[config.mk]
export PLATFORM = sky130hd
export DESIGN_NAME = ntt_butterfly
export DESIGN_NICKNAME = d
export VERILOG_FILES = /design/src/rtl/ntt_pkg.sv /design/src/rtl/ntt_mod_mul.sv /design/src/rtl/ntt_butterfly.sv
export SDC_FILE = /design/constraint.sdc
export NUM_CORES = 1
export LEC_CHECK = 0
export CELL_PAD_IN_SITES_DETAIL_PLACEMENT = 0
export CELL_PAD_IN_SITES_GLOBAL_PLACEMENT = 1
export CORE_AREA = 2 2 236 238
export DETAILED_ROUTE_END_ITERATION = 12
export DIE_AREA = 0 0 238 240
export PLACE_DENSITY = 0.8
export SKIP_LAST_GASP = 1
export SLEW_MARGIN = 20
export SYNTH_ARGS = -nofsm -noshare
export SYNTH_HDL_FRONTEND = slang
export SYNTH_SLANG_ARGS = --single-unit
export TNS_END_PERCENT = 5
[constraint.sdc]
create_clock -name clk -period 31.8 [get_ports clk]
set_input_delay 9.54 -clock clk [delete_from_list [all_inputs] [get_ports clk]]
set_output_delay 9.54 -clock clk [all_outputs]
set_load 0.01 [all_outputs]
[src/rtl/ntt_pkg.sv]
// Shared definitions for the NTT datapath: default widths, butterfly slot encoding and
// modular add/sub helpers used by the butterfly.
package ntt_pkg;

   localparam int unsigned DEF_DATA_W = 16;
   localparam int unsigned DEF_Q      = 12289;

   // Generator rhythm: read upper, read lower, write upper, write lower.
   typedef enum logic [1:0] {
      SLOT_RD_HI,
      SLOT_RD_LO,
      SLOT_WR_HI,
      SLOT_WR_LO
   } slot_e;

   function automatic logic [31:0] mod_add(input logic [31:0] a, input logic [31:0] b,
                                           input logic [31:0] q);
      logic [32:0] sum;
      sum = {1'b0, a} + {1'b0, b};
      if (sum >= {1'b0, q}) begin
         sum = sum - {1'b0, q};
      end
      return 32'(sum);
   endfunction

   function automatic logic [31:0] mod_sub(input logic [31:0] a, input logic [31:0] b,
                                           input logic [31:0] q);
      logic signed [33:0] diff;
      diff = $signed({2'b00, a}) - $signed({2'b00, b});
      if (diff < 0) begin
         diff = diff + $signed({2'b00, q});
      end
      return 32'(diff);
   endfunction

endpackage

[src/rtl/ntt_mod_mul.sv]
// Registered modular multiplier: p = (a * b) mod Q, one cycle of latency.
module ntt_mod_mul
   import ntt_pkg::*;
#(
   parameter int unsigned DATA_W = DEF_DATA_W,
   parameter int unsigned Q      = DEF_Q
) (
   input  logic              clk,
   input  logic              rst,
   input  logic [DATA_W-1:0] a,
   input  logic [DATA_W-1:0] b,
   output logic [DATA_W-1:0] p
);

   localparam logic [2*DATA_W-1:0] QWide = (2*DATA_W)'(Q);

   logic [2*DATA_W-1:0] prod;

   assign prod = (2*DATA_W)'(a) * (2*DATA_W)'(b);

   // Constant divisor, so the remainder reduces to fixed logic.
   always_ff @(posedge clk) begin
      if (!rst) begin
         p <= '0;
      end else begin
         p <= DATA_W'(prod % QWide);
      end
   end

endmodule

[src/rtl/ntt_butterfly.sv]
// Radix-2 Cooley-Tukey butterfly following the address generator's 4-slot rhythm:
// captures B, w then A, and writes B' = A - wB and A' = A + wB (mod Q).
module ntt_butterfly
   import ntt_pkg::*;
#(
   parameter int unsigned DATA_W = DEF_DATA_W,
   parameter int unsigned Q      = DEF_Q,
   parameter int unsigned CNT_W  = 16
) (
   input  logic              clk,
   input  logic              rst,
   input  logic              en,
   input  logic              sync,
   input  logic [DATA_W-1:0] rd_data,
   input  logic [DATA_W-1:0] twiddle,
   output logic [DATA_W-1:0] wr_data,
   output logic              wr_valid,
   output logic              wr_sel,
   output logic              bfly_done,
   output logic [CNT_W-1:0]  bfly_count,
   output logic              range_err
);

   localparam logic [DATA_W-1:0] QNarrow = DATA_W'(Q);

   slot_e             slotQ, slotD, curSlot;
   logic [DATA_W-1:0] bQ, bD, wQ, wD, aQ, aD;
   logic [DATA_W-1:0] prodMod;
   logic [DATA_W-1:0] wrDataD;
   logic              wrValidD, wrSelD, doneD, rangeErrD;
   logic [CNT_W-1:0]  countD;

   ntt_mod_mul #(
      .DATA_W(DATA_W),
      .Q     (Q)
   ) uModMul (
      .clk(clk),
      .rst(rst),
      .a  (bQ),
      .b  (wQ),
      .p  (prodMod)
   );

   // sync overrides the counter so a partial butterfly is simply dropped.
   assign curSlot = sync ? SLOT_RD_HI : slotQ;

   always_comb begin
      slotD     = slotQ;
      bD        = bQ;
      wD        = wQ;
      aD        = aQ;
      wrDataD   = wr_data;
      wrSelD    = wr_sel;
      wrValidD  = 1'b0;
      doneD     = 1'b0;
      countD    = bfly_count;
      rangeErrD = range_err;
      if (en) begin
         unique case (curSlot)
            SLOT_RD_HI: begin
               slotD = SLOT_RD_LO;
               bD    = rd_data;
               wD    = twiddle;
               if (rd_data >= QNarrow || twiddle >= QNarrow) begin
                  rangeErrD = 1'b1;
               end
            end
            SLOT_RD_LO: begin
               slotD = SLOT_WR_HI;
               aD    = rd_data;
               if (rd_data >= QNarrow) begin
                  rangeErrD = 1'b1;
               end
            end
            SLOT_WR_HI: begin
               slotD    = SLOT_WR_LO;
               wrDataD  = DATA_W'(mod_sub(32'(aQ), 32'(prodMod), Q));
               wrSelD   = 1'b0;
               wrValidD = 1'b1;
            end
            SLOT_WR_LO: begin
               slotD    = SLOT_RD_HI;
               wrDataD  = DATA_W'(mod_add(32'(aQ), 32'(prodMod), Q));
               wrSelD   = 1'b1;
               wrValidD = 1'b1;
               doneD    = 1'b1;
               countD   = bfly_count + 1'b1;
            end
            default: slotD = SLOT_RD_HI;
         endcase
      end
   end

   always_ff @(posedge clk) begin
      if (!rst) begin
         slotQ      <= SLOT_RD_HI;
         bQ         <= '0;
         wQ         <= '0;
         aQ         <= '0;
         wr_data    <= '0;
         wr_valid   <= 1'b0;
         wr_sel     <= 1'b0;
         bfly_done  <= 1'b0;
         bfly_count <= '0;
         range_err  <= 1'b0;
      end else begin
         slotQ      <= slotD;
         bQ         <= bD;
         wQ         <= wD;
         aQ         <= aD;
         wr_data    <= wrDataD;
         wr_valid   <= wrValidD;
         wr_sel     <= wrSelD;
         bfly_done  <= doneD;
         bfly_count <= countD;
         range_err  <= rangeErrD;
      end
   end

endmodule

# Word-level counts from Yosys, hierarchy flattened
# Cells that the tools add are included.
dict set report op_classes {
  addsub 5
  multipliers 1
  div_mod_pow 1
  magnitude_cmp 4
  n_eq_ne 5
  mux 11
  reduce_logical 11
}
# cell count
set ops {}
lappend ops {{$ge A16 B14 Y1 const B} 2}
lappend ops {{$mod A32 B14 Y32 const B} 1}
lappend ops {{$mul A16 B16 Y32} 1}
lappend ops {{$mux W16} 2}
lappend ops {{$pmux W16 S2} 1}
lappend ops {{$add A16 B16 Y17} 1}
lappend ops {{$ge A17 B14 Y1 const B} 1}
lappend ops {{$lt A17 B1 Y1 const B} 1}
lappend ops {{$sub A16 B16 Y17} 1}
lappend ops {{$add A16 B1 Y16 const B} 1}
lappend ops {{$add A16 B15 Y16 const B} 1}
lappend ops {{$sub A16 B14 Y16 const B} 1}
lappend ops {{$reduce_and A2 Y1} 5}
lappend ops {{$pmux W2 S4} 1}
lappend ops {{$eq A2 B2 Y1 const B} 2}
lappend ops {{$mux W1} 4}
lappend ops {{$ne A2 B2 Y1 const B} 2}
lappend ops {{$pmux W1 S2} 2}
lappend ops {{$reduce_and A4 Y1} 1}
lappend ops {{$reduce_bool A2 Y1} 2}
lappend ops {{$eq A2 B1 Y1 const B} 1}
lappend ops {{$logic_not A2 Y1} 1}
lappend ops {{$mux W2} 1}
lappend ops {{$reduce_or A2 Y1} 1}
lappend ops {{$logic_or A1 B1 Y1} 1}
dict set report totals {
  register_bits 102
  inputBits 36
  out_inout_bits 36
  elab_cells 49
}

# Longest topological paths before layout
dict set report logic_depth {
  ltp_word 4
  mapped_depth 97
  depth_no_buf 84
}

# Modules after synthesis
# Synthesis repeated with hierarchy kept, for this count alone.
dict set report unflattened {
  hier_cells 3420
  hier_area_um2 25697.1
}
# module instances cells_per_inst area_per_inst_um2 seq_area_each_um2
set by_module_without_submodules {}
lappend by_module_without_submodules {ntt_mod_mul 1 2613 19352.3 320.3}
lappend by_module_without_submodules {ntt_butterfly 1 807 6344.8 1721.7}

# Worst setup path before layout
# OpenSTA, ideal clock, no wires.
dict set report synth_path {
  kind {register -> register}
  from {reg wQ[8]}
  to {reg uModMul.p[2]}
  setup_time_ns 0.115
  arrival_ns 23.085
  required_time_ns 31.685
  setup_slack_ns 8.600
  stages_incl_launch_ff 95
  path_buffers 11
  period_less_slack_ns 23.200
  path_cell_list {dfxtp_1 -> clkbuf_1 -> clkbuf_1 -> nand2_1 -> fa_1 -> inv_1 -> fa_1 -> inv_1 -> fa_1 -> inv_1 -> fa_1 -> fa_1 -> inv_1 -> fa_1 -> inv_1 -> ha_1 -> clkbuf_1 -> a21oi_1 -> [... 59 more ...] -> o211ai_2 -> inv_1 -> ha_1 -> nor2_1 -> nand3_1 -> nand4bb_1 -> nor4b_4 -> a21oi_1 -> buf_2 -> xnor2_1 -> ha_1 -> nand2_1 -> a31oi_1 -> a41o_1 -> buf_4 -> a21boi_1 -> xor2_1 -> and2_1}
}
dict set report synth_via {
  elab_chain_len 2
}
# item line_no
set synth_lines {}
lappend synth_lines {{from (decl)} ntt_butterfly.sv:27} ;# logic [DATA_W-1:0] bQ, bD, wQ, wD, aQ, aD;
lappend synth_lines {{from (signal assigned)} ntt_butterfly.sv:109} ;# wQ <= wD;
lappend synth_lines {{$mul A16 B16 Y32} ntt_mod_mul.sv:19} ;# assign prod = (2*DATA_W)'(a) * (2*DATA_W)'(b);
lappend synth_lines {{$mod A32 B14 Y32} ntt_mod_mul.sv:26} ;# p <= DATA_W'(prod % QWide);
lappend synth_lines {{to (signal assigned)} ntt_mod_mul.sv:26}
lappend synth_lines {{to (decl)} ntt_mod_mul.sv:12} ;# output logic [DATA_W-1:0] p
# No other way between the ends.
# A chain may end at the register's enable or synchronous reset.

# Worst setup path after layout
dict set report layout_path {
  from {reg bQ[6]}
  to {reg uModMul.p[1]}
}
dict set report layout_via {
  elab_chain_len 2
}
# item line_no
set layout_lines {}
lappend layout_lines {{from (decl)} ntt_butterfly.sv:27}
lappend layout_lines {{from (signal assigned)} ntt_butterfly.sv:97} ;# bQ <= '0;
lappend layout_lines {{from (signal assigned)} ntt_butterfly.sv:108} ;# bQ <= bD;
lappend layout_lines {{$mul A16 B16 Y32} ntt_mod_mul.sv:19}
lappend layout_lines {{$mod A32 B14 Y32} ntt_mod_mul.sv:26}
# No other way between the ends.

==> out/metrics.cfg <==
[outcome]
status = finished clean

[synth]
synth_cell_type_count = 134
ys_seq_area_share_pct = 8.41
synth.net_count = 3541
synthFlopType = dfxtp_1
synthesis.area_sq_um = 24300
async_reset_ff_share_pct = 0
synth_edf_count = 0
synth_warnings = 0
ys_ff_latch = 102
syn_area_per_cell_sq_um = 7.67
synthCells = 3162

[worst_setup_path]
end_kind = flip-flop
required_ps = 32090
path_max_fanout = 17
critPathLaunchType = flip-flop
critPathMaxStageDelay_ps = 910
slowest_stage = dfxtp_1
arrival_ps = 29640
path_class = reg -> reg

[drt]
via_count = 23100
viasPerCell = 6.01
dr_wl_met2_mm = 33.3
drt_wl_total_mm = 70.9
wl_met1_mm = 32.8
wl_met3_mm = 3.55
route.top_layer_used = met4
ant_nets = 0
wire_per_inst_um = 18.5
drcViolationCount = 0
drtPass1Iterations = 5
drt_iter0_drc = 1542

[timing]
period_needed_ps = 29340
fin_skew_ps = 16.7
fmax_ghz = 0.0341
hold_violations = 0
setup_tns_ps = 0
slew_headroom_pct = 29.6
worstMarginPinSlew_ps = 1060
finalSetupViolCount = 0
slew_viol_final = 0
period_share_pct = 92.3
rsz0062_at_grt = false

[clock_network]
post_cts_buffers = 0
numCtsBuffers = 9
root_buffer = clkbuf_16
clock_latency_ps = 360
clock_path_buffers = 2
h-tree-depth = 3
cts_tree = yes
cts.sinks = 102
hold_buffers = 0
clk_pin_slew_ps = 80
cts-resized-gates = 0

[finish]
diodes = 0
drive_above_1_share_pct = 5.52
syn2layout_area_growth_pct = 5.88
final_util_pct = 47.0
fillers = 5409
mostFrequentLayoutCell = nand2_1
layout_common_cells = nand2_1 (428), inv_1 (291), nor2_1 (205)
nNetsFinal = 3510

[global_route]
grt_overflow_total = 0
grt_pass1_wl_mm = 118
grt_pass1_vias = 22700
antenna_found_initial = 0
track_usage_pct = 24.7
grt_max_degree = 103

[floorplan]
fp-row-count = 86
initial_core_util_pct = 44.4
die_height_um = 240
die_area_sq_um = 57100
core_area_sq_um = 54700
pin_count = 72
die_x_um = 238

[worst_hold_path]
hp-class = reg -> reg

[placement]
place_congestion = 0.932
io_buffers = 71
dp_hpwl_mm = 57.6

[flow_run]
maxCapViolations = 0

[metrics by stage]
stage | hold slack, ps | instance area [sq um] | worst slack [ps] | std cells
finish | 472 | 25700 | 2460 | 3840
global route | 502 | 25700 | 346 | 3840
CTS | 473 | 25700 | 2750 | 3840
detailed placement | 454 | 25400 | 2870 | 3824
global placement | 454 | 25400 | 3220 | 3824
floorplan | 455 | 24300 | 8600 | 3162
[cell type report]
| cell class | instances | area (sq um) | area share, % |
|---|---|---|---|
| Sequential cell | 102 | 2040 | 7.95 |
| Multi-Input combinational cell | 2653 | 20600 | 80.3 |
| Clock inverter | 7 | 91.3 | 0.355 |
| Clock buffer | 9 | 225 | 0.876 |
| Inverter | 292 | 1100 | 4.27 |
| Tap cell | 704 | 881 | 3.43 |
| Timing Repair Buffer | 73 | 721 | 2.80 |
[kinds of logic (layout without fill, tap and decap cells)]
family	count (synthesis)	count (layout)	share of synthesized area [%]
xor gates and xnor gates	214	214	7.87
DFF	102	102	8.41
AOI/OAI and AO/OA	747	747	23.0
adders and majority gates	354	354	24.2
buffers and inverters	407	381	6.57
muxes	52	52	2.38
and+or+nand+nor	1286	1286	27.6
[flip-flops by register name, summed over array words and instances, names as in the netlist]
register / cells
aQ: 16
bQ: 16
bfly_count: 16
bfly_done: 1
range_err: 1
slotQ: 2
uModMul.p: 16
wQ: 16
wr_data: 16
wr_sel: 1
wr_valid: 1
[cells in the mapped netlist (all sizes together), types with 12 or more instances]
master / instances / share of area [%]
ha: 147 / 7.6
a21o: 24 / 0.77
mux2: 24 / 1.1
o21bai: 27 / 0.85
nand2: 430 / 6.7
o21a: 15 / 0.46
and4: 14 / 0.52
a31oi: 50 / 1.4
a311oi: 12 / 0.54
o211a: 16 / 0.66
xor2: 68 / 2.5
nor2b: 22 / 0.57
or2: 30 / 0.77
and3: 46 / 1.2
dfxtp: 102 / 8.4
o211ai: 34 / 1.1
nor4: 42 / 1.4
inv: 292 / 4.5
o31ai: 25 / 0.89
mux2i: 28 / 1.3
a2111oi: 14 / 0.82
o21ai: 107 / 2.2
nand2b: 13 / 0.34
a22oi: 13 / 0.42
nand3: 87 / 1.8
a21boi: 68 / 2.1
a211oi: 36 / 1.3
or3: 28 / 0.74
fa: 196 / 16
and2: 179 / 4.6
nor3: 88 / 2.1
o31a: 17 / 0.61
xnor2: 145 / 5.3
buf: 34 / 0.80
clkbuf: 81 / 1.3
nand4: 39 / 1.1
nor2: 206 / 3.2
a21oi: 153 / 3.4
o2111ai: 12 / 0.43
[worst max-delay path, delay by kind of cell (launching register included)]
kind | cells | cell delay (ps)
AOI/OAI and AO/OA | 29 | 10440
and+or+nand+nor | 27 | 8110
adders and majority gates | 9 | 4060
xor gates and xnor gates | 7 | 3320
muxes | 5 | 2010
DFF | 1 | 910
buffers and inverters | 6 | 360
[worst paths after layout]
kind	startpoint	to	slack [ps]	depth (start not counted)
hold reg to reg	range_err	range_err	470	1
setup reg to reg	bQ[6]	uModMul.p[1]	2460	83
hold / removal	range_err	range_err	470	1
setup / recovery	bQ[6]	uModMul.p[1]	2460	83
[metal layers]
layer / GRT usage (%) / up-vias
li1: - / 11100
met3: 2.43 / 99
met2: 42.3 / 680
met1: 34.0 / 11200
met4: 4.47 / 0
met5: 0 / -
Power is left out: the tool's default activity adds up to more than one toggle a clock period on the data nets, which glitch-free logic cannot reach.
